==> src/rtl/event_fifo_pkg.sv <==
`default_nettype none
// ============================================================================
// Module      : event_fifo_pkg
// Description : Shared types and width helper for the event FIFO.
// Revision    : 1.0 - initial release
// ============================================================================
package event_fifo_pkg;

    typedef enum logic [1:0] {
        OVF_BLOCK    = 2'd0,
        OVF_DROP_NEW = 2'd1,
        OVF_DROP_OLD = 2'd2
    } ovf_mode_e;

    // Occupancy needs to represent 0..DEPTH inclusive.
    function automatic int count_width(input int depth);
        return $clog2(depth + 1);
    endfunction

endpackage
`default_nettype wire

==> src/rtl/sat_counter.sv <==
`default_nettype none
// ============================================================================
// Module      : sat_counter
// Description : Up-counter that sticks at all-ones, with synchronous clear.
// Revision    : 1.0 - initial release
// ============================================================================
module sat_counter #(
    parameter int WIDTH = 16
) (
    input  logic             clk,
    input  logic             rst_n,
    input  logic             inc,
    input  logic             clr,
    output logic [WIDTH-1:0] value
);

    localparam logic [WIDTH-1:0] C_MAX = '1;

    logic [WIDTH-1:0] r_value;

    always_ff @(posedge clk or negedge rst_n) begin
        if (!rst_n) begin
            r_value <= '0;
        end else if (clr) begin
            r_value <= '0;
        end else if (inc && (r_value != C_MAX)) begin
            r_value <= r_value + 1'b1;
        end
    end

    assign value = r_value;

endmodule
`default_nettype wire

==> src/rtl/event_fifo.sv <==
`default_nettype none
// ============================================================================
// Module      : event_fifo
// Description : FWFT valid/ready event FIFO with overflow policies, level
//               flags, high-water mark and saturating drop counter.
// Revision    : 1.0 - initial release
// ============================================================================
module event_fifo
    import event_fifo_pkg::*;
#(
    parameter int        W        = 72,
    parameter int        DEPTH    = 16,
    parameter ovf_mode_e OVF_MODE = OVF_BLOCK,
    parameter int        DROP_W   = 16,
    parameter int        CW       = count_width(DEPTH)
) (
    input  logic              clk,
    input  logic              rst_n,
    input  logic              in_valid,
    output logic              in_ready,
    input  logic [W-1:0]      in_data,
    output logic              out_valid,
    input  logic              out_ready,
    output logic [W-1:0]      out_data,
    input  logic [CW-1:0]     afull_thresh,
    input  logic [CW-1:0]     aempty_thresh,
    output logic              almost_full,
    output logic              almost_empty,
    output logic [CW-1:0]     count,
    output logic [CW-1:0]     high_water,
    input  logic              hw_clear,
    output logic [DROP_W-1:0] drop_count,
    output logic              drop_pulse
);

    localparam int             PW      = (DEPTH > 1) ? $clog2(DEPTH) : 1;
    localparam logic [CW-1:0]  C_DEPTH = CW'(DEPTH);
    localparam logic [PW-1:0]  C_LAST  = PW'(DEPTH - 1);

    logic [W-1:0]  r_mem [DEPTH];
    logic [PW-1:0] r_wptr;
    logic [PW-1:0] r_rptr;
    logic [CW-1:0] r_count;
    logic [CW-1:0] r_high_water;
    logic          r_drop_pulse;

    logic          w_full;
    logic          w_not_empty;
    logic          w_pop;
    logic          w_in_ready;
    logic          w_overflow;
    logic          w_push;
    logic          w_advance_rd;
    logic [CW-1:0] w_count_next;
    logic [CW-1:0] w_hw_next;

    function automatic logic [PW-1:0] next_ptr(input logic [PW-1:0] ptr);
        return (ptr == C_LAST) ? '0 : ptr + 1'b1;
    endfunction

    always_comb begin
        w_full      = (r_count == C_DEPTH);
        w_not_empty = (r_count != '0);
        w_pop       = w_not_empty && out_ready;
        w_in_ready  = (OVF_MODE == OVF_BLOCK) ? !w_full : 1'b1;
        // A full FIFO with no pop in the same cycle is the only loss case.
        w_overflow  = in_valid && w_full && !w_pop && (OVF_MODE != OVF_BLOCK);
        w_push      = in_valid && w_in_ready && !(w_overflow && (OVF_MODE == OVF_DROP_NEW));
        // Drop-old overwrites the head slot, so the read side moves with the write.
        w_advance_rd = w_pop || (w_overflow && (OVF_MODE == OVF_DROP_OLD));

        w_count_next = r_count;
        case ({w_push, w_advance_rd})
            2'b10:   w_count_next = r_count + 1'b1;
            2'b01:   w_count_next = r_count - 1'b1;
            default: w_count_next = r_count;
        endcase

        w_hw_next = r_high_water;
        if (hw_clear) begin
            w_hw_next = w_count_next;
        end else if (w_count_next > r_high_water) begin
            w_hw_next = w_count_next;
        end
    end

    always_ff @(posedge clk) begin
        if (w_push) begin
            r_mem[r_wptr] <= in_data;
        end
    end

    always_ff @(posedge clk or negedge rst_n) begin
        if (!rst_n) begin
            r_wptr       <= '0;
            r_rptr       <= '0;
            r_count      <= '0;
            r_high_water <= '0;
            r_drop_pulse <= 1'b0;
        end else begin
            if (w_push) begin
                r_wptr <= next_ptr(r_wptr);
            end
            if (w_advance_rd) begin
                r_rptr <= next_ptr(r_rptr);
            end
            r_count      <= w_count_next;
            r_high_water <= w_hw_next;
            r_drop_pulse <= w_overflow;
        end
    end

    sat_counter #(
        .WIDTH (DROP_W)
    ) u_drop_counter (
        .clk   (clk),
        .rst_n (rst_n),
        .inc   (w_overflow),
        .clr   (1'b0),
        .value (drop_count)
    );

    assign in_ready     = w_in_ready;
    assign out_valid    = w_not_empty;
    assign out_data     = w_not_empty ? r_mem[r_rptr] : '0;
    assign count        = r_count;
    assign high_water   = r_high_water;
    assign drop_pulse   = r_drop_pulse;
    assign almost_full  = (r_count >= afull_thresh);
    assign almost_empty = (r_count <= aempty_thresh);

    a_no_push_when_full: assert property (@(posedge clk) disable iff (!rst_n)
        !((OVF_MODE == OVF_BLOCK) && w_full && w_push));

    a_count_bounded: assert property (@(posedge clk) disable iff (!rst_n)
        r_count <= C_DEPTH);

    a_no_drop_in_block: assert property (@(posedge clk) disable iff (!rst_n)
        !((OVF_MODE == OVF_BLOCK) && r_drop_pulse));

endmodule
`default_nettype wire
==> config.mk <==
export PLATFORM = sky130hd
export DESIGN_NAME = event_fifo
export DESIGN_NICKNAME = d
export VERILOG_FILES = /design/src/rtl/event_fifo_pkg.sv /design/src/rtl/sat_counter.sv /design/src/rtl/event_fifo.sv
export SDC_FILE = /design/constraint.sdc
export NUM_CORES = 1
export LEC_CHECK = 0
export BUFFER_PORTS_ARGS = -buffer_cell sky130_fd_sc_hd__buf_2
export CAP_MARGIN = 10
export CORE_MARGIN = 5
export CORE_UTILIZATION = 60
export CTS_BUF_LIST = sky130_fd_sc_hd__clkbuf_4 sky130_fd_sc_hd__clkbuf_8
export DETAILED_ROUTE_END_ITERATION = 8
export GPL_ROUTABILITY_DRIVEN = 0
export PLACE_DENSITY_LB_ADDON = 0.05
export SYNTH_ARGS = -nofsm -noshare
export SYNTH_HDL_FRONTEND = slang
export SYNTH_SLANG_ARGS = --single-unit
==> constraint.sdc <==
create_clock -name clk -period 17.1 [get_ports clk]
set_input_delay 1.71 -clock clk [delete_from_list [all_inputs] [get_ports clk]]
set_output_delay 1.71 -clock clk [all_outputs]
set_load 0.02 [all_outputs]
==> impl_metrics.json, run 1 <==
{
  "maxCapViolCount": 0,
  "post_cts_buffers": 0,
  "critPathLaunchType": "flop",
  "die_w_um": 285,
  "grt_max_degree": 164,
  "chipHeight_um": 285,
  "rows": 100,
  "async_flop_share_pct": 1.54,
  "final-instance-count-excl-fill": 3293,
  "ys_seq_area_share_pct": 77.2,
  "grt-ovfl-total": 0,
  "vias": 20500,
  "critPathKind": "flop to output port",
  "setup_slack_ns": 10.40,
  "clk_pin_slew_ns": 0.06,
  "slew_headroom_pct": 25.3,
  "yosysTopAreaCellShare_pct": 76.2,
  "cts_inserted_buffers": 183,
  "ant_nets": 0,
  "grtUsageTotal_pct": 24.2,
  "core_mm2": 0.0747,
  "critical_path_required_ns": 15.39,
  "ys_types": 40,
  "worst_pin_slew_ns": 1.12,
  "layout-drive-gt1-share_pct": 38.1,
  "synth_commonest_cells": "edfxtp_1, mux4_2, and2_1",
  "fin_setup_tns_ns": 0,
  "drv_slew": 0,
  "avgRoutedWirePerCell_um": 29.5,
  "cts_root_buffer": "clkbuf_8",
  "fillers": 4669,
  "ctsResizeCount": 0,
  "drtIter0Drc": 1882,
  "remaining_drc_errors": 0,
  "synth.most_common_cell": "edfxtp_1",
  "place_hpwl_um": 47400,
  "cp_max_fo": 47,
  "critPathBufInv": 3,
  "finalHoldViolations": 0,
  "p_per_area_mw_per_mm2": 167,
  "p_leak_nw": 16.4,
  "synth-seq-cells": 1170,
  "synth.area.top_cells": "edfxtp_1, mux4_2, and2_1, dfrtp_1, buf_6",
  "synth_edf_count": 1152,
  "rsz0062_at_grt": "no",
  "cp_top_family": "buffers and inverters",
  "antenna_found_initial": 14,
  "path_cells": "buf_4 -> buf_4 -> mux4_2 -> mux4_2 -> and2_1 -> buf_2",
  "ys.flop_type": "edfxtp_1",
  "dp_cells": 2956,
  "nNetsFinal": 2282,
  "final.min_clock_period_ns": 6.70,
  "yosysWarnings": 0,
  "outcome": "complete, no violations",
  "clk_path_buf_depth": 3,
  "clk_latency_ns": 0.82,
  "fp.dieArea_mm2": 0.0812,
  "ir_drop_mv": 0.157,
  "area_delta_synth_final_pct": 11.9,
  "cp_data_arrival_time_ns": 4.99,
  "avgSynthCellArea_um2": 24.3,
  "numPortBuffers": 172,
  "cp-end-kind": "output port",
  "cts_max_level": 4,
  "synthCells": 1869,
  "grt_pass1_vias": 22100,
  "drtPass1Iterations": 5,
  "drt_wl_total_um": 97000,
  "fin_skew_ns": 0.0214,
  "boundaryPins": 190,
  "netlist_area_mm2": 0.0454,
  "period_share_pct": 39.2,
  "viasPerCell": 6.23,
  "cp_slowest_cell": "dfrtp_4",
  "fmax_ghz": 0.149,
  "yosys.area.top_type": "edfxtp_1",
  "critPathMaxStageDelay_ns": 0.89,
  "grt_pass1_wl_um": 143000,
  "hp-class": "flop to flop",
  "start_util_pct": 60.7,
  "cts_sinks": 1170,
  "dp_slack_ns": 11.10,
  "cts.hold.buffers_added": 0,
  "cts_tree": "built",
  "setup_viol": 0
}
-- path summary, 6_finish.rpt --
check / end / startpoint / slack, ns / cells after the start
worst max-delay path: out_data[17] / r_rptr[0] / 10.40 / 6
worst min-delay path: high_water[0] / high_water[0] / 0.57 / 2
worst max register to register: high_water[1] / count[2] / 12.73 / 14
worst min register to register: high_water[0] / high_water[0] / 0.57 / 2
max in group asynchronous: r_rptr[3] / rst_n / 15.94 / 1
min in group asynchronous: r_rptr[1] / rst_n / 0.83 / 1
-- per-stage QoR --
stage,power (mW),instance area (um^2),util [%],hold slack (ns)
floorplan,5.61,45400,-,0.596
global placement,6.32,47300,63.3,0.539
detailed placement,6.36,47300,63.3,0.553
CTS,8.58,50700,67.9,0.567
global route,8.87,50700,67.9,0.609
finish,8.47,50800,67.9,0.567
-- cells in the final DEF (no fill, tap or decap), types with 3 or more instances in the layout --
| cell type | Yosys | layout |
|---|---|---|
| nor2b_1 | 3 | 3 |
| nand2_1 | 13 | 12 |
| a21o_1 | 6 | 6 |
| o21a_1 | 3 | 3 |
| edfxtp_1 | 1152 | 1152 |
| o21ai_0 | 9 | 9 |
| inv_1 | 21 | 21 |
| diode_2 | 0 | 6 |
| a21oi_1 | 6 | 6 |
| nor2_1 | 17 | 5 |
| nor2_4 | 0 | 12 |
| mux2i_1 | 3 | 3 |
| buf_4 | 17 | 40 |
| ha_1 | 22 | 22 |
| clkbuf_4 | 0 | 65 |
| nor3_2 | 0 | 4 |
| inv_12 | 0 | 3 |
| inv_8 | 0 | 4 |
| xnor2_1 | 5 | 5 |
| clkbuf_8 | 0 | 184 |
| clkinv_1 | 0 | 51 |
| nand2b_1 | 5 | 5 |
| xor2_1 | 3 | 3 |
| and2_1 | 75 | 75 |
| o211ai_1 | 3 | 3 |
| mux2_2 | 3 | 3 |
| mux4_2 | 360 | 360 |
| nand3_1 | 9 | 9 |
| dfrtp_4 | 0 | 4 |
| dfrtp_1 | 18 | 14 |
| clkinv_2 | 0 | 16 |
| buf_2 | 9 | 172 |
| inv_6 | 0 | 3 |
| conb_1 | 1 | 17 |
-- final cells by class --
class / instances / area (um^2) / share of cell area [%]
multi-input combinational: 582 / 9700 / 19.1
timing repair buffer: 215 / 1230 / 2.42
inverter: 21 / 78.8 / 0.155
sequential: 1170 / 35100 / 69.1
tap: 969 / 1210 / 2.39
clock inverter: 81 / 439 / 0.865
clock buffer: 249 / 3020 / 5.95
antenna: 6 / 15.0 / 0.0296
-- worst reg2reg max path, cell delays in order (launching register included) --
cell      delay, ns
dfrtp_1        0.53
nor4_2         0.62
mux2i_1        0.52
xor2_1         0.14
ha_1           0.23
a21o_1         0.19
xnor2_1        0.16
nor2_1         0.21
xor2_1         0.24
ha_1           0.27
o21ai_0        0.16
a21oi_1        0.08
o221ai_1       0.56
a21oi_1        0.19
a21oi_1        0.20
-- sequential cells by signal, indices dropped and copies added, names as in the netlist --
name / cells
count: 5
r_mem: 1152
high_water: 5
r_wptr: 4
r_rptr: 4
-- logic make-up (layout without fill, tap and decap cells) --
logic type                 Yosys count  after routing  share of synthesized area (%)
AOI/OAI and AO/OA                   39             39                          0.601
and+or+nand+nor                    130            130                           1.60
muxes                              366            366                           18.0
buffers and inverters              133            566                           1.78
xor gates and xnor gates             8              8                          0.154
adders and majority gates           22             22                          0.607
DFF                               1170           1170                           77.2
other                                1             23                        0.00826
-- where the power goes --
part           internal (mW)  switching, mW  leakage, nW
combinational           1.26           1.40         3.94
clock                   1.15           1.06         1.84
sequential              3.43          0.165         10.6
total                   5.85           2.63         16.4
-- per-layer routing --
layer / GRT usage (%) / vias up / share of wire (%) / wire [um]
li1: - / 8593 / - / -
met1: 33.7 / 11000 / 40 / 39200
met2: 40.5 / 756 / 51 / 49700
met3: 4.77 / 140 / 6.4 / 6240
met4: 6.41 / 8 / 1.8 / 1780
met5: 0 / - / 0.070 / 68
No activity file was read; power rests on OpenSTA's default activity.
==> run 2, diff against run 1 <==
CORE_UTILIZATION = 58   (was 60)
clock period = 6.1 ns   (was 17.1 ns; I/O delays follow)
==> impl_metrics.json, run 2 (synthesis gave the netlist of run 1 again) <==
{
  "outcome": "complete, no violations",
  "final.min_clock_period_ns": 4.50,
  "area_delta_synth_final_pct": 12.1,
  "cp_max_fo": 61,
  "ir_drop_mv": 0.332,
  "die_w_um": 290,
  "layout-drive-gt1-share_pct": 37.9,
  "regMostFlops": "r_mem",
  "clk_path_buf_depth": 3,
  "slew_headroom_pct": 24.5,
  "fp.dieArea_mm2": 0.0839,
  "drtIter0Drc": 1914,
  "fin_skew_ns": 0.0331,
  "clk_latency_ns": 0.81,
  "remaining_drc_errors": 0,
  "place_hpwl_um": 45900,
  "cp_common_cell": "mux4_2",
  "dp_slack_ns": 1.83,
  "cp_slowest_cell": "dfrtp_4",
  "finalHoldViolations": 0,
  "rsz0062_at_grt": "no",
  "grt_pass1_vias": 22300,
  "fmax_ghz": 0.222,
  "critPathLaunchType": "flop",
  "path_cells": "buf_12 -> mux4_2 -> mux4_2 -> and2_1 -> buf_2",
  "cts_max_level": 4,
  "largest_reg_flops": 1152,
  "boundaryPins": 190,
  "viasPerCell": 6.13,
  "drtPass1Iterations": 5,
  "layout_common_cells": "edfxtp_1, mux4_2, clkbuf_8",
  "cp-end-kind": "output port",
  "fillers": 5108,
  "setup_slack_ns": 1.60,
  "avgRoutedWirePerCell_um": 28.9,
  "cts_tree": "built",
  "antenna_found_initial": 13,
  "ant_nets": 0,
  "chipHeight_um": 290,
  "drt_wl_total_um": 96600,
  "start_util_pct": 58.6,
  "cts_inserted_buffers": 179,
  "power_mw": 23.6,
  "seq_area_mm2": 0.0351,
  "cts_root_buffer": "clkbuf_8",
  "vias": 20500,
  "core_mm2": 0.0775,
  "critPathMaxStageDelay_ns": 1.03,
  "nNetsFinal": 2276,
  "clk_pin_slew_ns": 0.06,
  "rows": 102,
  "p_per_area_mw_per_mm2": 465,
  "cp_data_arrival_time_ns": 3.89,
  "period_share_pct": 73.7,
  "numPortBuffers": 172,
  "cts_sinks": 1170,
  "critical_path_required_ns": 5.49,
  "final_common_cell": "edfxtp_1",
  "critPathKind": "flop to output port",
  "grt_max_degree": 92,
  "grt_pass1_wl_um": 144000,
  "worst_pin_slew_ns": 1.13,
  "p_leak_nw": 16.4,
  "grtUsageTotal_pct": 23.7,
  "hp-class": "input pin to flop",
  "multi_input_area_mm2": 0.00972,
  "grt-ovfl-total": 0,
  "drv_slew": 0,
  "maxCapViolCount": 0,
  "setup_viol": 0,
  "fin_setup_tns_ns": 0
}
==> run 2: cell types whose count changed in the layout (fill, tap and decap cells not counted), moves of 3 or more <==
cell	before	now
buf_4	40	24
buf_12	2	16
clkinv_1	51	43
inv_8	4	0
nor3_2	4	0
nor3_4	0	4
clkbuf_4	65	62
diode_2	6	9
inv_12	3	0
==> run 2: final cells by class <==
class,instances,area share [%]
flip-flops and latches,1170,68.9
multi-input cells,582,19.1
clock buffers,246,5.89
repair buffers,213,2.70
well taps,1040,2.56
clock inverters,66,0.625
inverters,21,0.155
diodes,9,0.0443
==> run 2: stage by stage <==
step	instances	util (%)	cell area (um^2)	hold WS, ns
after floorplan	1885	-	45500	0.314
after global placement	3025	61.3	47500	0.536
after detailed placement	3025	61.3	47500	0.552
after CTS	3338	65.6	50900	0.0668
after global routing	3344	65.7	50900	0.114
final	3347	65.7	50900	0.144
==> run 2: worst paths after layout <==
check                                   start             to  slack, ns  depth (start not counted)
worst max-delay path                r_rptr[0]   out_data[60]       1.60                          5
worst min-delay path                out_ready      r_rptr[3]       0.14                          3
worst max register to register       count[2]  high_water[3]       1.85                         14
worst min register to register  high_water[1]  high_water[1]       0.56                          2
max in group asynchronous               rst_n      r_rptr[0]       5.47                          2
min in group asynchronous               rst_n      r_wptr[3]       0.29                          2
==> run 2: critical path: cells and delay by family, from the launching register on <==
family	cells	cell delay (ns)
buffers and inverters	2	0.69
AND/OR/NAND/NOR	1	0.23
flip-flops	1	1.03
multiplexers	2	1.04
==> run 2: what timing repair did <==
action	CTS	global route
endpoints found under the hold margin	18	0
setup buffers	0	0
resized for setup	0	0
hold buffers	1	0
==> run 2: routing by layer <==
layer	vias to the layer above	track usage [%]	wire length [um]
met5	-	0	34
met4	6	6.86	1950
met3	137	4.39	5620
met2	645	39.6	50200
met1	11200	32.9	38700
li1	8578	-	-
==> run 2: where the power goes <==
group / total (mW) / internal, mW / switching (mW) / leakage (nW)
clock network: 6.02 / 3.16 / 2.86 / 1.76
registers: 10.2 / 9.62 / 0.532 / 10.6
logic: 7.46 / 3.57 / 3.89 / 3.97
==> run 3, diff against run 2 <==
ABC_AREA = 1   (was default)
clock period = 3.7 ns   (was 6.1 ns; I/O delays follow)
==> impl_metrics.json, run 3 <==
{
  "grt_pass1_vias": 28400,
  "grt_pass1_wl_um": 167000,
  "fmax_ghz": 0.278,
  "clk_path_buf_depth": 3,
  "top_layer_used": "met5",
  "nNetsFinal": 3603,
  "area_delta_synth_final_pct": 13.9,
  "wl_met3_um": 6850,
  "hold_slack_ns": 0.139,
  "hold_path_depth": 4,
  "final_common_cell": "edfxtp_1",
  "met1_length_um": 46500,
  "cts_sinks": 1170,
  "critPathKind": "flop to output port",
  "grt-ovfl-total": 0,
  "antenna_found_initial": 9,
  "numPortBuffers": 172,
  "synthCells": 3210,
  "drtIter0Drc": 2673,
  "yosys.area.top_type": "edfxtp_1",
  "clk_pin_slew_ns": 0.06,
  "cts_max_level": 4,
  "seq_power_share_pct": 40.2,
  "synth-seq-cells": 1170,
  "period_share_pct": 97.0,
  "regMostFlops": "r_mem",
  "clk_latency_ns": 0.81,
  "p_leak_nw": 17.5,
  "cp_data_arrival_time_ns": 3.22,
  "fin_skew_ns": 0.0270,
  "outcome": "complete, no violations",
  "avgSynthCellArea_um2": 14.4,
  "r2r_cells": 20,
  "fp.dieArea_mm2": 0.0853,
  "critPathLaunchType": "flop",
  "place_hpwl_um": 54700,
  "chipHeight_um": 292,
  "p_sw_share_pct": 37.1,
  "vias": 28500,
  "grt_max_degree": 124,
  "drt_wl_total_um": 111000,
  "path_cells": "buf_12 -> buf_4 -> o21ai_0 -> o32ai_1 -> nand2_1 -> a31oi_1 -> buf_2",
  "power_frac_clock_pct": 24.2,
  "routed-wl-met2_um": 55600,
  "ys_types": 31,
  "setup_viol": 0,
  "layout-drive-gt1-share_pct": 15.3,
  "ys.flop_type": "edfxtp_1",
  "synth_top_family_by_area": "compound AO/OA/AOI/OAI gates",
  "critPathMaxStageDelay_ns": 0.62,
  "hp-class": "input pin to flop",
  "finalHoldViolations": 0,
  "combPwrFrac_pct": 35.6,
  "die_w_um": 292,
  "drtPass1Iterations": 5,
  "synth.area.top_cells": "edfxtp_1, nor2_1, o32ai_1, o21ai_0, mux2i_1",
  "slew_headroom_pct": 43.7,
  "boundaryPins": 190,
  "synth_adder_area_share_pct": 0.597,
  "synth_edf_count": 1152,
  "async_flop_share_pct": 1.54,
  "ant_nets": 0,
  "synth_commonest_cells": "edfxtp_1, nor2_1, o21ai_0",
  "cts_root_buffer": "clkbuf_8",
  "critical_path_required_ns": 3.33,
  "cp_slowest_cell": "dfrtp_4",
  "netlist_area_mm2": 0.0461,
  "final.min_clock_period_ns": 3.59,
  "worst_pin_slew_ns": 0.843,
  "yosysTopAreaCellShare_pct": 75.0,
  "grtUsageTotal_pct": 25.5,
  "largest_reg_flops": 1152,
  "synth_compound_area_share_pct": 10.4,
  "layout_common_cells": "edfxtp_1, nor2_1, o21ai_0",
  "synth.most_common_cell": "edfxtp_1",
  "cts_tree": "built",
  "power_mw": 41.1,
  "yosysWarnings": 0,
  "start_util_pct": 58.4,
  "viasPerCell": 6.09,
  "muxShareOfSynthArea_pct": 2.49,
  "p_switching_mw": 15.2,
  "cp-end-kind": "output port",
  "ir_drop_mv": 0.477,
  "synth-simple-area-share_pct": 7.61,
  "internal-power_mw": 25.8,
  "cp_max_fo": 111,
  "rows": 103,
  "ys_seq_area_share_pct": 75.9,
  "core_mm2": 0.0790,
  "avgRoutedWirePerCell_um": 23.8,
  "synth_xor_area_share_pct": 0.114,
  "maxCapViolCount": 0,
  "drv_slew": 0,
  "cts_inserted_buffers": 180,
  "remaining_drc_errors": 0,
  "p_per_area_mw_per_mm2": 781
}
## run 3: cell count changes in the layout (fill, tap and decap cells not counted), sizes merged, moves of 112 or more
cell,before,now
mux2i,3,115
mux4,360,0
nand2,13,190
nor2,17,657
o21ai,9,298
o221ai,2,116
o32ai,0,173
## run 3: power groups by stage
stage / combinational, mW / sequential [mW] / clock, mW
floorplan: 9.53 / 16.7 / 0
global placement: 14.0 / 16.7 / 0
detailed placement: 14.4 / 16.8 / 0
CTS: 14.6 / 16.5 / 10.1
global route: 15.8 / 16.6 / 10.7
finish: 14.6 / 16.5 / 9.94
## run 3: metal layers
metal | vias to the layer above | track usage, %
met5 | - | 0
li1 | 12800 | -
met2 | 1060 | 42.9
met1 | 14400 | 34.9
met3 | 190 | 4.18
met4 | 4 | 7.83
## run 3: critical path: cells and delay by family (launching register included)
family                 cells  cell delay, ns
AND/OR/NAND/NOR            1            0.08
flip-flops                 1            0.62
buffers and inverters      3            0.98
AO/OA/AOI/OAI              3            0.60
## run 3: logic make-up (layout without fill, tap and decap cells)
group / after synthesis / in the layout
AO/OA/AOI/OAI: 704 / 704
buffers and inverters: 283 / 682
AND/OR/NAND/NOR: 909 / 909
adder cells (fa/ha/maj): 22 / 22
other: 1 / 24
XOR/XNOR: 6 / 6
flip-flops: 1170 / 1170
multiplexers: 115 / 115
## run 3: timing repair
item	CTS	global route
hold endpoints to repair	1178	0
endpoints found under the setup margin	28	20
hold buffers	76	0
gates cloned	0	1
setup buffers	1	6
gates resized for setup	8	5
pin swaps	0	1
## run 3: cell type report
type	count	area, um^2
tap	1050	1310
antenna	7	17.5
inverter	42	183
multi-input combinational	1773	9970
sequential	1170	35100
timing repair buffer	327	2710
clock buffer	249	3010
clock inverter	64	304
fill	5543	26400
## run 3: final timing paths
| path | slack, ns | to | startpoint |
|---|---|---|---|
| max | 0.11 | out_data[18] | r_rptr[1] |
| min | 0.14 | r_wptr[1] | in_valid |
| max reg2reg | 0.43 | high_water[0] | count[1] |
| min reg2reg | 0.56 | high_water[0] | high_water[0] |
| max in group asynchronous | 2.31 | r_rptr[2] | rst_n |
| min in group asynchronous | 0.78 | r_wptr[3] | rst_n |
## run 3: per-stage QoR
step	setup TNS [ns]	util (%)	cell area, um^2	std cells	setup slack [ns]
finish	0	66.5	52600	4682	0.109
global route	-0.000564	66.5	52600	4681	-0.000564
CTS	0	66.4	52500	4668	0.0141
detailed placement	0	61.2	48300	4278	0.504
global placement	0	61.2	48300	4278	0.630
floorplan	-798.88	-	46200	3226	-1.14
